`config.mk`:
```
export PLATFORM = sky130hd
export DESIGN_NAME = div47_seq_ctrl
export DESIGN_NICKNAME = d
export VERILOG_FILES = /design/src/rtl/div47_seq_ctrl.sv
export SDC_FILE = /design/constraint.sdc
export NUM_CORES = 1
export LEC_CHECK = 0
export BUFFER_PORTS_ARGS = -buffer_cell sky130_fd_sc_hd__buf_2
export CELL_PAD_IN_SITES_DETAIL_PLACEMENT = 0
export CELL_PAD_IN_SITES_GLOBAL_PLACEMENT = 1
export CORE_MARGIN = 1
export CORE_UTILIZATION = 45
export CTS_BUF_LIST = sky130_fd_sc_hd__clkbuf_4 sky130_fd_sc_hd__clkbuf_8 sky130_fd_sc_hd__clkbuf_16
export DETAILED_ROUTE_END_ITERATION = 7
export PLACE_DENSITY = 0.88
export SLEW_MARGIN = 10
export SYNTH_ARGS = -nofsm -noshare
export SYNTH_HDL_FRONTEND = slang
export SYNTH_SLANG_ARGS = --single-unit
```
`constraint.sdc`:
```
create_clock -name clk -period 9.4 [get_ports clk]
set_input_delay 0.47 -clock clk [delete_from_list [all_inputs] [get_ports clk]]
set_output_delay 0.47 -clock clk [all_outputs]
set_load 0.02 [all_outputs]
```
`src/rtl/div47_seq_ctrl.sv`:
```
// ---------------------------------------------------------------------------
// div47_seq_ctrl
//
// Sequential divide-by-47 controller for a 60-bit unsigned dividend. One
// radix-64 digit (6 dividend bits) is retired per clock. The 6-bit running
// remainder chains from digit to digit, MSB digit first. Operand load, digit
// iteration and result hand-off run over valid/ready handshakes. This lets a
// single small digit stage be shared across cycles.
//
// Optional feature macro: DIV47_UNROLL2_EN
//   undefined : one digit stage per RUN cycle, 10 RUN cycles (latency 10)
//   defined   : two cascaded digit stages per RUN cycle, 5 RUN cycles
//               (latency 5)
//
// Ports
//   clk        : clock, rising edge
//   rst        : synchronous active-high reset
//   in_valid   : dividend on in_x is valid
//   in_ready   : controller accepts a dividend this cycle
//   in_x       : 60-bit unsigned dividend
//   out_valid  : out_q/out_r hold a completed result
//   out_ready  : consumer takes the result this cycle
//   out_q      : floor(in_x / 47); bits 59:55 are always 0
//   out_r      : in_x mod 47, range 0..46
//   busy       : high while digits are being processed (RUN)
// ---------------------------------------------------------------------------
module div47_seq_ctrl #(
  parameter int W       = 60,
  parameter int DIVISOR = 47
) (
  input  logic         clk,
  input  logic         rst,
  input  logic         in_valid,
  output logic         in_ready,
  input  logic [W-1:0] in_x,
  output logic         out_valid,
  input  logic         out_ready,
  output logic [W-1:0] out_q,
  output logic [5:0]   out_r,
  output logic         busy
);

`ifdef DIV47_UNROLL2_EN
  localparam int         STEP = 12;
  localparam logic [3:0] LAST = 4'd4;
`else
  localparam int         STEP = 6;
  localparam logic [3:0] LAST = 4'd9;
`endif

  typedef enum logic [1:0] {IDLE, RUN, DONE} state_t;

  state_t            state, state_nxt;
  logic [W-1:0]      shift_r;
  logic [W-STEP-1:0] quo_r;     // only the low bits survive to the next cycle
  logic [5:0]        rem_r;
  logic [3:0]        cnt_r;

  logic [W-1:0]      shift_nxt;
  logic [W-1:0]      quo_nxt;
  logic [5:0]        rem_nxt;
  logic              accept;
  logic              last_digit;

  // One radix-64 digit step: v = {r, d} with r < 47, so v < 47*64 and the
  // quotient digit fits in 6 bits. Restoring compare/subtract tree over the
  // six shifted multiples of the divisor. Returns {qd, r_next}.
  function automatic logic [11:0] div47_step(input logic [11:0] v);
    logic [11:0] rem;
    logic [5:0]  qd;
    rem = v;
    qd  = '0;
    for (int k = 5; k >= 0; k--) begin
      if (rem >= (12'(DIVISOR) << k)) begin
        rem   = rem - (12'(DIVISOR) << k);
        qd[k] = 1'b1;
      end
    end
    return {qd, rem[5:0]};
  endfunction

  // Combinational digit datapath
`ifdef DIV47_UNROLL2_EN
  logic [11:0] step_a, step_b;
  always_comb begin
    step_a    = div47_step({rem_r, shift_r[W-1 -: 6]});
    // first stage's remainder feeds the second stage in the same cycle
    step_b    = div47_step({step_a[5:0], shift_r[W-7 -: 6]});
    quo_nxt   = {quo_r, step_a[11:6], step_b[11:6]};
    rem_nxt   = step_b[5:0];
    shift_nxt = shift_r << STEP;
  end
`else
  logic [11:0] step_a;
  always_comb begin
    step_a    = div47_step({rem_r, shift_r[W-1 -: 6]});
    quo_nxt   = {quo_r, step_a[11:6]};
    rem_nxt   = step_a[5:0];
    shift_nxt = shift_r << STEP;
  end
`endif

  assign accept     = in_valid && in_ready;
  assign last_digit = (state == RUN) && (cnt_r == LAST);

  // State register and control/result registers
  always_ff @(posedge clk) begin
    if (rst) begin
      state <= IDLE;
      cnt_r <= '0;
      rem_r <= '0;
      out_q <= '0;
      out_r <= '0;
    end else begin
      state <= state_nxt;
      if (accept) begin
        cnt_r <= '0;
        rem_r <= '0;
      end else if (state == RUN) begin
        cnt_r <= cnt_r + 4'd1;
        rem_r <= rem_nxt;
        if (last_digit) begin
          out_q <= quo_nxt;
          out_r <= rem_nxt;
        end
      end
    end
  end

  // Operand shift register and quotient accumulator; every digit position
  // is overwritten during a run, so no reset is needed here.
  always_ff @(posedge clk) begin
    if (accept) begin
      shift_r <= in_x;
    end else if (state == RUN) begin
      shift_r <= shift_nxt;
      quo_r   <= quo_nxt[W-STEP-1:0];
    end
  end

  // Next-state logic
  always_comb begin
    state_nxt = state;
    case (state)
      IDLE: if (in_valid) state_nxt = RUN;
      RUN:  if (cnt_r == LAST) state_nxt = DONE;
      DONE: if (out_ready) state_nxt = in_valid ? RUN : IDLE;
      default: state_nxt = IDLE;
    endcase
  end

  // Output decode
  always_comb begin
    in_ready  = (state == IDLE) || ((state == DONE) && out_ready);
    out_valid = (state == DONE);
    busy      = (state == RUN);
  end

endmodule

```
-- Word level (Yosys, flattened, before mapping)
Index checks and enable logic that the tools add are counted.
- input bits: 64
- register bits after elaboration: 192
- output and inout bits: 69
- word-level logic and storage cells: 56
- $lt $le $gt $ge: 6
- add/subtract/negate cells: 7
- equal/unequal tests: 6
- reduce and logical (&&, ||, !) cells: 10
- multiplexer cells: 19
- bitwise gates (word level): 1
- operators by type and width (kind ; number):
    two-way mux 60 bit ; 2
    two-way mux 12 bit ; 5
    greater-or-equal comparator 12 x 10 -> 1 bit, second input constant ; 1
    greater-or-equal comparator 12 x 11 -> 1 bit, second input constant ; 1
    greater-or-equal comparator 12 x 6 -> 1 bit, second input constant ; 1
    greater-or-equal comparator 12 x 7 -> 1 bit, second input constant ; 1
    greater-or-equal comparator 12 x 8 -> 1 bit, second input constant ; 1
    greater-or-equal comparator 12 x 9 -> 1 bit, second input constant ; 1
    subtractor 12 x 10 -> 12 bit, second input constant ; 1
    subtractor 12 x 11 -> 12 bit, second input constant ; 1
    subtractor 12 x 7 -> 12 bit, second input constant ; 1
    subtractor 12 x 8 -> 12 bit, second input constant ; 1
    subtractor 12 x 9 -> 12 bit, second input constant ; 1
    two-way mux 1 bit ; 7
    two-way mux 2 bit ; 3
    two-way mux 6 bit ; 1
    case mux 2 bit (3 select lines) ; 1
    AND reduction 3 bit ; 2
    subtractor 6 bit, second input constant ; 1
    adder 4 x 1 -> 4 bit, second input constant ; 1
    equality test 4 bit, second input constant ; 1
    != test 2 x 1 -> 1 bit, second input constant ; 2
    logical AND 1 bit ; 3
    equality test 2 x 1 -> 1 bit, second input constant ; 1
    other kinds (8) ; 8

-- Longest topological paths before layout
Gate-level depths: netlist of run 1.
- depth in word-level cells: 12
- gate-level depth with buffers: 33
- gate-level depth less buffers: 29

-- Worst setup path before layout of run 1
OpenSTA, ideal clock, no wires.
- path type: register to register
- start point: register shift_r[59]
- end point: register rem_r[3]
- buffers on the path: 3
- cell stages (with the launch flop): 33
- setup slack: 2896 ps
- data required time: 9314 ps
- period minus slack after synthesis: 6504 ps
- arrival time: 6419 ps
- cells stage by stage: edfxtp_1 -> buf_6 -> a41o_1 -> a21oi_1 -> a21oi_1 -> inv_1 -> ha_1 -> inv_1 -> nor3_2 -> o311a_4 -> o2111ai_1 -> and3_1 -> buf_4 -> a21oi_2 -> nor2_1 -> xnor2_1 -> ha_1 -> nand3_1 -> a21oi_1 -> o21a_1 -> a211o_2 -> buf_6 -> a21oi_1 -> a211oi_4 -> o22ai_4 -> xnor2_1 -> ha_1 -> nand3_1 -> mux2i_2 -> o21bai_2 -> a211oi_2 -> xnor2_1 -> a211oi_1
- word-level cells in the longest chain between the ends: 12
- elaborated cells between the ends (all ways): 18
- classes of those cells: 6 x add/sub; 6 x order compare; 6 x mux
- RTL lines (element ; RTL line ; source):
    start, declared ; 54 ; logic [W-1:0] shift_r;
    start signal, assigned ; 134 ; shift_r <= in_x;
    start signal, assigned ; 136 ; shift_r <= shift_nxt;
    subtractor 12 x 11 -> 12 bit / greater-or-equal comparator 12 x 11 -> 1 bit (equally long branches) ; 75, 74 ;
    two-way mux 12 bit * ; 74 ; if (rem >= (12'(DIVISOR) << k)) begin
    subtractor 12 x 10 -> 12 bit / greater-or-equal comparator 12 x 10 -> 1 bit (equally long branches) ; 75, 74 ;
    two-way mux 12 bit * ; 74 ;
    subtractor 12 x 9 -> 12 bit / greater-or-equal comparator 12 x 9 -> 1 bit (equally long branches) ; 75, 74 ;
    two-way mux 12 bit * ; 74 ;
    subtractor 12 x 8 -> 12 bit / greater-or-equal comparator 12 x 8 -> 1 bit (equally long branches) ; 75, 74 ;
    two-way mux 12 bit * ; 74 ;
    subtractor 12 x 7 -> 12 bit / greater-or-equal comparator 12 x 7 -> 1 bit (equally long branches) ; 75, 74 ;
    two-way mux 12 bit * ; 74 ;
    greater-or-equal comparator 12 x 6 -> 1 bit / subtractor 6 bit (equally long branches) ; 74, 75 ;
    two-way mux 6 bit * ; 74 ;
    end signal, assigned ; 121 ; rem_r <= rem_nxt;
    end, declared ; 56 ; logic [5:0] rem_r;
Mark *: on every way between the ends. The rest lies on a longest branch, timed or not.
A chain may end at the register's enable or synchronous reset.

-- Worst setup path in the final report of run 1
- start point: register shift_r[59]
- end point: register out_r[3]
- word-level cells in the longest chain between the ends: 12
- elaborated cells between the ends (all ways): 18
- classes of those cells: 6 x add/sub; 6 x order compare; 6 x mux
- RTL lines (element ; RTL line ; source):
    subtractor 12 x 11 -> 12 bit / greater-or-equal comparator 12 x 11 -> 1 bit (equally long branches) ; 75, 74 ;
    two-way mux 12 bit * ; 74 ;
    subtractor 12 x 10 -> 12 bit / greater-or-equal comparator 12 x 10 -> 1 bit (equally long branches) ; 75, 74 ;
    two-way mux 12 bit * ; 74 ;
    subtractor 12 x 9 -> 12 bit / greater-or-equal comparator 12 x 9 -> 1 bit (equally long branches) ; 75, 74 ;
    two-way mux 12 bit * ; 74 ;
    subtractor 12 x 8 -> 12 bit / greater-or-equal comparator 12 x 8 -> 1 bit (equally long branches) ; 75, 74 ;
    two-way mux 12 bit * ; 74 ;
    subtractor 12 x 7 -> 12 bit / greater-or-equal comparator 12 x 7 -> 1 bit (equally long branches) ; 75, 74 ;
    two-way mux 12 bit * ; 74 ;
    greater-or-equal comparator 12 x 6 -> 1 bit / subtractor 6 bit (equally long branches) ; 74, 75 ;
    two-way mux 6 bit * ; 74 ;
    end signal, assigned ; 124 ; out_r <= rem_nxt;
    end, declared ; 39 ; output logic [5:0] out_r,
Marks and branches as above.

==> results of run 1 <==
## state kept, by name, indices dropped and copies added, names as in the netlist
register,flops
cnt_r,4
out_q,60
out_r,6
quo_r,54
rem_r,6
shift_r,60
state,2
## area by class of cell
cell class | instances | area [µm²]
Fill cell | 1780 | 9670
Sequential cell | 192 | 4980
Multi-Input combinational cell | 600 | 3920
Timing Repair Buffer | 138 | 706
Clock buffer | 20 | 472
Tap cell | 270 | 338
Clock inverter | 12 | 97.6
Inverter | 12 | 45.0
## Yosys cell counts (all sizes together) (9+ instances only)
library cell	instances
or2	13
a211oi	20
inv	11
nand2	145
a21oi	85
nor2	52
edfxtp	114
nand4	9
buf	25
and3	11
o21ai	21
clkbuf	25
o211ai	10
mux2	56
nand3	18
xnor2	9
dfxtp	78
nor3	10
## worst max-delay path, delay by kind of cell (launching register included)
kind / cells / cell delay, ns
DFF: 1 / 0.57
buffers and inverters: 2 / 0.26
muxes: 2 / 0.74
xor gates and xnor gates: 3 / 0.61
AOI/OAI and AO/OA: 13 / 3.48
and+or+nand+nor: 5 / 1.26
adders and majority gates: 3 / 0.84
## per-layer routing
layer,global-route usage [%],vias up,routed length [µm]
met5,0,-,0
met4,6.26,0,268
met3,5.08,21,1320
met2,31.1,237,9710
met1,27.3,3266,9570
li1,-,3367,-
## through the flow
stage | utilization, % | total power, mW | cell area (µm²)
4_1_cts | 52.2 | 2.76 | 10600
3_5_place_dp | 49.4 | 2.06 | 10000
5_1_grt | 52.2 | 2.92 | 10600
2_1_floorplan | - | 1.87 | 9270
3_3_place_gp | 49.4 | 2.05 | 10000
6_report | 52.2 | 2.76 | 10600
## power breakdown
part / switching, mW / internal (mW)
registers: 0.0554 / 0.983
clock network: 0.321 / 0.370
logic: 0.646 / 0.384
## worst max-delay path by stage
stage                               start                     to  cells after the start
floorplan           shift_r[59]$_DFFE_PP_  rem_r[3]$_SDFFE_PP0P_                     32
global placement    shift_r[59]$_DFFE_PP_  out_r[3]$_SDFFE_PP0P_                     28
detailed placement  shift_r[59]$_DFFE_PP_  rem_r[3]$_SDFFE_PP0P_                     28
CTS                 shift_r[59]$_DFFE_PP_  out_r[3]$_SDFFE_PP0P_                     28
global route        shift_r[59]$_DFFE_PP_  out_r[3]$_SDFFE_PP0P_                     28
finish              shift_r[59]$_DFFE_PP_  out_r[3]$_SDFFE_PP0P_                     28
## kinds of logic (layout without fill, tap and decap cells)
group                      Yosys count  count (layout)
AOI/OAI and AO/OA                  207             207
DFF                                192             192
buffers and inverters               63             182
xor gates and xnor gates            15              15
and+or+nand+nor                    306             306
adders and majority gates            8               8
muxes                               64              64
==> impl_metrics.sql, run 1 <==
INSERT INTO impl_metrics (metric_group, metric, value, unit) VALUES
('outcome', 'outcome', 'finished, final reports clean', ''),
('cts', 'cts_tree', 'done', ''),
('timing', 'final.period_utilization', '83.7', '%'),
('logic_synthesis', 'synth_top_cells_by_area', 'sky130_fd_sc_hd__edfxtp_1, sky130_fd_sc_hd__dfxtp_1, sky130_fd_sc_hd__mux2_2, sky130_fd_sc_hd__nand2_1, sky130_fd_sc_hd__a21oi_1', ''),
('setup_path', 'critPathMaxFanout', '14', ''),
('setup_path', 'rr_worst_depth', '28', ''),
('floorplanning', 'die_wd', '145', 'µm'),
('route', 'drtPass1Iterations', '7', ''),
('route', 'via_count', '6891', ''),
('floorplanning', 'vertical_extent_of_the_die', '145', 'µm'),
('logic_synthesis', 'synth_flop_cell', 'sky130_fd_sc_hd__edfxtp_1', ''),
('placement', 'routabilityCongestion', '0.930', ''),
('placement', 'place.detailed.instances', '1212', ''),
('global_routing', 'grt_use_total', '19.9', '%'),
('route', 'first_drt_iteration_drcs', '626', ''),
('cts', 'hold_fix_buffer_count_after_cts', '0', ''),
('timing', 'grt_setup_unrepaired', 'no', ''),
('setup_path', 'critical_path.endpoint_type', 'flop', ''),
('placement', 'port_buffers', '132', ''),
('worst_hold_path', 'hold_depth', '4', ''),
('setup_path', 'cp.arrival', '8.20', 'ns'),
('final_layout', 'most_common_library_cell_in_the_layout_ignoring_fill_and_taps', 'sky130_fd_sc_hd__nand2_1', ''),
('setup_path', 'critPathSlowestCell', 'sky130_fd_sc_hd__a21oi_1', ''),
('logic_synthesis', 'mappedNetlistNets', '927', ''),
('logic_synthesis', 'mappedNetlistArea', '9270', 'µm²'),
('logic_synthesis', 'largest_family_of_logic_cells_by_synthesized_area', 'compound AO/OA/AOI/OAI gates', ''),
('logic_synthesis', 'ys_seq_elements', '192', ''),
('global_routing', 'overflow', '0', ''),
('worst_hold_path', 'hp-class', 'in -> reg', ''),
('logic_synthesis', 'yosys.area.top_type', 'sky130_fd_sc_hd__edfxtp_1', ''),
('timing', 'setup_viol', '0', ''),
('logic_synthesis', 'synth_warn', '0', ''),
('logic_synthesis', 'post_synth_mux_area_share', '7.71', '%'),
('floorplanning', 'floorplan.core_area', '20200', 'µm²'),
('global_routing', 'maximum_number_of_pins_on_one_net_before_global_route_repair', '72', ''),
('timing', 'finalHoldViolations', '0', ''),
('timing', 'finalCriticalPeriod', '7.87', 'ns'),
('route', 'final_routed_drc_violation_total', '0', ''),
('logic_synthesis', 'post_synth_xor_area_fraction', '1.42', '%'),
('floorplanning', 'design.portCount', '133', ''),
('timing', 'post-route-worst-setup-slack', '1.53', 'ns'),
('logic_synthesis', 'synth_cells', '855', ''),
('final_layout', 'layout.cells.most_common_list', 'sky130_fd_sc_hd__nand2_1, sky130_fd_sc_hd__buf_2, sky130_fd_sc_hd__edfxtp_1', ''),
('timing', 'slew_headroom', '42.4', '%'),
('floorplanning', 'floorplan.die_area', '21200', 'µm²'),
('placement', 'dp_hpwl', '14.2', 'mm'),
('logic_synthesis', 'syn_avg_cell_area', '10.8', 'µm²'),
('setup_path', 'rr_startpoint', 'shift_r[59]$_DFFE_PP_', ''),
('logic_synthesis', 'synth_async_sr_flop_share', '0', '%'),
('timing', 'tightestPinTransition', '0.861', 'ns'),
('floorplanning', 'floorplan.rows', '52', ''),
('timing', 'timing.final.max_slew_violations', '0', ''),
('setup_path', 'cpPeakStageDelay', '0.58', 'ns'),
('timing', 'hold-worst-slack', '0.334', 'ns'),
('placement', 'preCtsSetupSlack', '1.70', 'ns'),
('logic_synthesis', 'synth-seq-area-share', '53.8', '%'),
('cts', 'root_buffer', 'sky130_fd_sc_hd__clkbuf_16', ''),
('cts', 'cts.sink_count', '192', ''),
('timing', 'tns', '0', 'ns'),
('logic_synthesis', 'synth_compound_gate_area_share', '16.1', '%'),
('cts', 'postCtsSetupBuffers', '0', ''),
('cts', 'clkTransAtPathRegs', '0.07', 'ns'),
('worst_hold_path', 'hold_start', 'out_ready', ''),
('global_routing', 'antenna_violations_before_repair', '0', ''),
('worst_hold_path', 'holdPathEnd', 'state[1]$_SDFFE_PP0P_', ''),
('global_routing', 'number_of_global_route_vias_before_repair', '6493', ''),
('run', 'max-cap-violations', '0', ''),
('cts', 'cts_resized', '0', ''),
('route', 'finalWirelength', '20.9', 'mm'),
('power', 'cellPowerDensity', '261', 'nW/µm²'),
('setup_path', 'worstReg2RegEnd', 'out_r[3]$_SDFFE_PP0P_', '');
(Power assumes the default switching activity.)
==> run 2: changes to the inputs <==
- ABC_AREA: not set -> 1
- CORE_UTILIZATION: 45 -> 40
- PLACE_DENSITY: 0.88 -> 0.86
- clock period: 9.4 -> 7.2 ns (I/O delays scaled with it)
==> run 2 against run 1 <==
  * Final area shrank 1.7%
  * Die area grew 7.2%
  * Non-clock buffer count shrank 1
  * Area after synthesis shrank 4.6%
  * Hold slack lost 0.12 ns
  * Global-route usage shrank 2.4 points
  * Count of clock-buffer cells in the layout shrank 3
  * Critical endpoint unchanged
==> impl_metrics.sql, run 2 <==
INSERT INTO impl_metrics (metric_group, metric, value, unit) VALUES
('setup_path', 'critPathMaxFanout', '13', ''),
('timing', 'maxClockFrequency', '188', 'MHz'),
('route', 'finalWirelength', '19.1', 'mm'),
('route', 'detail_route.vias_per_cell', '4.84', ''),
('setup_path', 'worstReg2RegEnd', 'out_r[3]$_SDFFE_PP0P_', ''),
('cts', 'cts.sink_count', '192', ''),
('floorplanning', 'vertical_extent_of_the_die', '151', 'µm'),
('outcome', 'outcome', 'finished, final reports clean', ''),
('logic_synthesis', 'synth_top_cells_by_count', 'sky130_fd_sc_hd__nor2_1, sky130_fd_sc_hd__nand2_1, sky130_fd_sc_hd__edfxtp_1', ''),
('route', 'dr_wl_met2', '9.03', 'mm'),
('setup_path', 'rr_startpoint', 'rem_r[1]$_SDFFE_PP0P_', ''),
('route', 'wl_met1', '8.68', 'mm'),
('logic_synthesis', 'synth-edff-count', '114', ''),
('setup_path', 'critPathSlowestCell', 'sky130_fd_sc_hd__dfxtp_1', ''),
('logic_synthesis', 'synth_simple_gate_area_share', '23.8', '%'),
('logic_synthesis', 'largest_family_of_logic_cells_by_synthesized_area', 'simple AND/OR/NAND/NOR gates', ''),
('global_routing', 'maximum_number_of_pins_on_one_net_before_global_route_repair', '76', ''),
('timing', 'slew_headroom', '28.9', '%'),
('logic_synthesis', 'ys_seq_elements', '192', ''),
('logic_synthesis', 'yosysMostFrequentCell', 'sky130_fd_sc_hd__nor2_1', ''),
('timing', 'grt_setup_unrepaired', 'no', ''),
('logic_synthesis', 'synth_async_sr_flop_share', '0', '%'),
('setup_path', 'rr_worst_depth', '42', ''),
('worst_hold_path', 'hp-class', 'in -> reg', ''),
('floorplanning', 'floorplan.initialDensity', '40.6', '%'),
('floorplanning', 'design.portCount', '133', ''),
('logic_synthesis', 'mappedNetlistNets', '987', ''),
('final_layout', 'filler_cell_count', '2072', ''),
('logic_synthesis', 'yosys.cell_types.count', '38', ''),
('logic_synthesis', 'post_synth_xor_area_fraction', '1.70', '%'),
('run', 'max-cap-violations', '0', ''),
('route', 'via_count', '6458', ''),
('placement', 'dp_hpwl', '13.0', 'mm'),
('cts', 'cts_inserted_buffers', '17', ''),
('timing', 'final.period_utilization', '73.9', '%'),
('setup_path', 'cp.arrival', '5.66', 'ns'),
('final_layout', 'antennaDiodeCount', '0', ''),
('logic_synthesis', 'synth_compound_gate_area_share', '5.08', '%'),
('final_layout', 'drive_gt1_share', '29.1', '%'),
('timing', 'finalCriticalPeriod', '5.32', 'ns'),
('setup_path', 'critical_path.endpoint_type', 'flop', ''),
('setup_path', 'crit_type', 'reg -> reg', ''),
('route', 'final_routed_drc_violation_total', '0', ''),
('floorplanning', 'die_wd', '151', 'µm'),
('placement', 'routabilityCongestion', '0.852', ''),
('cts', 'ctsHtreeMaxLevel', '4', ''),
('route', 'first_drt_iteration_drcs', '311', ''),
('timing', 'tightestPinTransition', '1.07', 'ns'),
('logic_synthesis', 'post_synth_mux_area_share', '6.88', '%'),
('floorplanning', 'floorplan.die_area', '22700', 'µm²'),
('cts', 'clkTransAtPathRegs', '0.08', 'ns'),
('setup_path', 'cp-startpoint', 'rem_r[1]$_SDFFE_PP0P_', ''),
('logic_synthesis', 'synth_warn', '0', ''),
('cts', 'root_buffer', 'sky130_fd_sc_hd__clkbuf_16', ''),
('floorplanning', 'floorplan.core_area', '21800', 'µm²'),
('logic_synthesis', 'yosys.area.top_type', 'sky130_fd_sc_hd__edfxtp_1', ''),
('global_routing', 'number_of_global_route_vias_before_repair', '6165', ''),
('route', 'avgRoutedWirePerCell', '14.3', 'µm'),
('global_routing', 'grt_pass1_wl', '30.8', 'mm'),
('logic_synthesis', 'mappedNetlistArea', '8840', 'µm²'),
('setup_path', 'worst_ep_required_time', '7.54', 'ns'),
('floorplanning', 'floorplan.rows', '54', ''),
('global_routing', 'grt_use_total', '17.5', '%'),
('timing', 'tns', '0', 'ns'),
('setup_path', 'cpPeakStageDelay', '0.49', 'ns'),
('route', 'met3_length', '1.22', 'mm'),
('setup_path', 'reg2reg_setup_slack', '1.88', 'ns'),
('setup_path', 'cp-start-kind', 'flop', ''),
('global_routing', 'overflow', '0', ''),
('cts', 'postCtsSetupBuffers', '0', ''),
('timing', 'finalHoldViolations', '0', ''),
('route', 'route.top_layer_used', 'met4', ''),
('timing', 'timing.final.max_slew_violations', '0', ''),
('cts', 'hold_fix_buffer_count_after_cts', '0', ''),
('setup_path', 'path_depth', '42', ''),
('final_layout', 'most_common_library_cell_in_the_layout_ignoring_fill_and_taps', 'sky130_fd_sc_hd__nor2_1', ''),
('logic_synthesis', 'post_synthesis_adder_cell_area_fraction', '1.13', '%'),
('route', 'final_antenna_net_count', '0', ''),
('final_layout', 'largest_registers_ranked_by_flip_flop_count', 'out_q x60, shift_r x60, quo_r x54', ''),
('logic_synthesis', 'synth_flop_cell', 'sky130_fd_sc_hd__edfxtp_1', ''),
('final_layout', 'areaGrowthSynthToFinish', '17.5', '%'),
('cts', 'clockBufferDepth', '2', ''),
('setup_path', 'worst_setup_path_endpoint', 'out_r[3]$_SDFFE_PP0P_', ''),
('placement', 'port_buffers', '132', ''),
('logic_synthesis', 'synth-seq-area-share', '56.4', '%'),
('final_layout', 'design.final.nets', '1112', ''),
('logic_synthesis', 'synth_top_cells_by_area', 'sky130_fd_sc_hd__edfxtp_1, sky130_fd_sc_hd__dfxtp_1, sky130_fd_sc_hd__nor2_1, sky130_fd_sc_hd__mux2_2, sky130_fd_sc_hd__nand2_1', ''),
('logic_synthesis', 'syn_avg_cell_area', '9.66', 'µm²'),
('route', 'drtPass1Iterations', '7', ''),
('setup_path', 'delay_heaviest_family_cp', 'simple AND/OR/NAND/NOR gates', ''),
('logic_synthesis', 'synth_cells', '915', ''),
('final_layout', 'layout.cells.most_common_list', 'sky130_fd_sc_hd__nor2_1, sky130_fd_sc_hd__nand2_1, sky130_fd_sc_hd__buf_2', ''),
('timing', 'setup_viol', '0', ''),
('cts', 'cts_resized', '0', ''),
('logic_synthesis', 'post-synth-top-area-fraction', '38.7', '%'),
('cts', 'cts_tree', 'done', ''),
('global_routing', 'antenna_violations_before_repair', '0', ''),
('setup_path', 'crit_path_frequent_cell', 'sky130_fd_sc_hd__nand2_1', ''),
('setup_path', 'crit_buf_inv', '2', ''),
('cts', 'clkLatencyLatePin', '0.44', 'ns'),
('timing', 'skew', '0.0126', 'ns');
==> run 2: changes by cell type in the layout (fill, tap and decap cells not counted), moves of 8 or more <==
cell                       previous run  this run
sky130_fd_sc_hd__nor2_1              48       165
sky130_fd_sc_hd__a21oi_1             82        12
sky130_fd_sc_hd__inv_1               10        64
sky130_fd_sc_hd__o21ai_0             14        60
sky130_fd_sc_hd__nand3_1             18        63
sky130_fd_sc_hd__nand2_2              0        24
sky130_fd_sc_hd__inv_2                2        19
sky130_fd_sc_hd__a211oi_1            16         0
sky130_fd_sc_hd__and3_1              11         0
sky130_fd_sc_hd__nor2_2               1         9
==> run 2: through the flow <==
step	hold WS, ns	utilization [%]	cell area, µm²	std cells	setup slack [ns]
global placement	0.429	44.9	9770	1301	2.06
detailed placement	0.435	44.9	9770	1301	1.89
floorplan	0.427	-	8840	915	2.51
finish	0.216	47.7	10400	1333	1.88
CTS	0.203	47.7	10400	1333	1.89
global route	0.200	47.7	10400	1333	1.18
==> run 2: cells by family (layout without fill, tap and decap cells) <==
kind of cell | count (synthesis) | after routing
mux | 54 | 54
flops | 192 | 192
xor+xnor | 15 | 15
fa+ha+maj | 8 | 8
buf+inv | 115 | 253
compound gates | 84 | 84
simple gates | 447 | 447
==> run 2: final cells by class <==
| class | instances | area (µm²) | area share (%) |
|---|---|---|---|
| clock inverter | 15 | 190 | 1.83 |
| tap | 280 | 350 | 3.37 |
| timing repair buffer | 137 | 698 | 6.72 |
| multi-input combinational | 608 | 3420 | 32.9 |
| sequential | 192 | 4980 | 48.0 |
| clock buffer | 17 | 425 | 4.10 |
| inverter | 84 | 315 | 3.04 |
==> run 2: how the worst min path moves through the flow <==
stage	endpoint	start	depth (start not counted)
3_5_place_dp	quo_r[45]$_DFFE_PP_	quo_r[39]$_DFFE_PP_	0
4_1_cts	shift_r[45]$_DFFE_PP_	in_x[45]	2
2_1_floorplan	quo_r[10]$_DFFE_PP_	quo_r[4]$_DFFE_PP_	0
6_report	shift_r[45]$_DFFE_PP_	in_x[45]	2
3_3_place_gp	quo_r[43]$_DFFE_PP_	quo_r[37]$_DFFE_PP_	0
5_1_grt	shift_r[28]$_DFFE_PP_	in_x[28]	2
==> run 2: layer usage <==
metal,global-route usage (%),vias to the layer above
met5,0,-
met4,5.20,0
met1,22.3,3015
met3,5.27,14
met2,28.7,145
li1,-,3284
Power of run 2 is left out: the tool's default activity adds up to more than one toggle a clock period on the data nets, which glitch-free logic cannot reach.
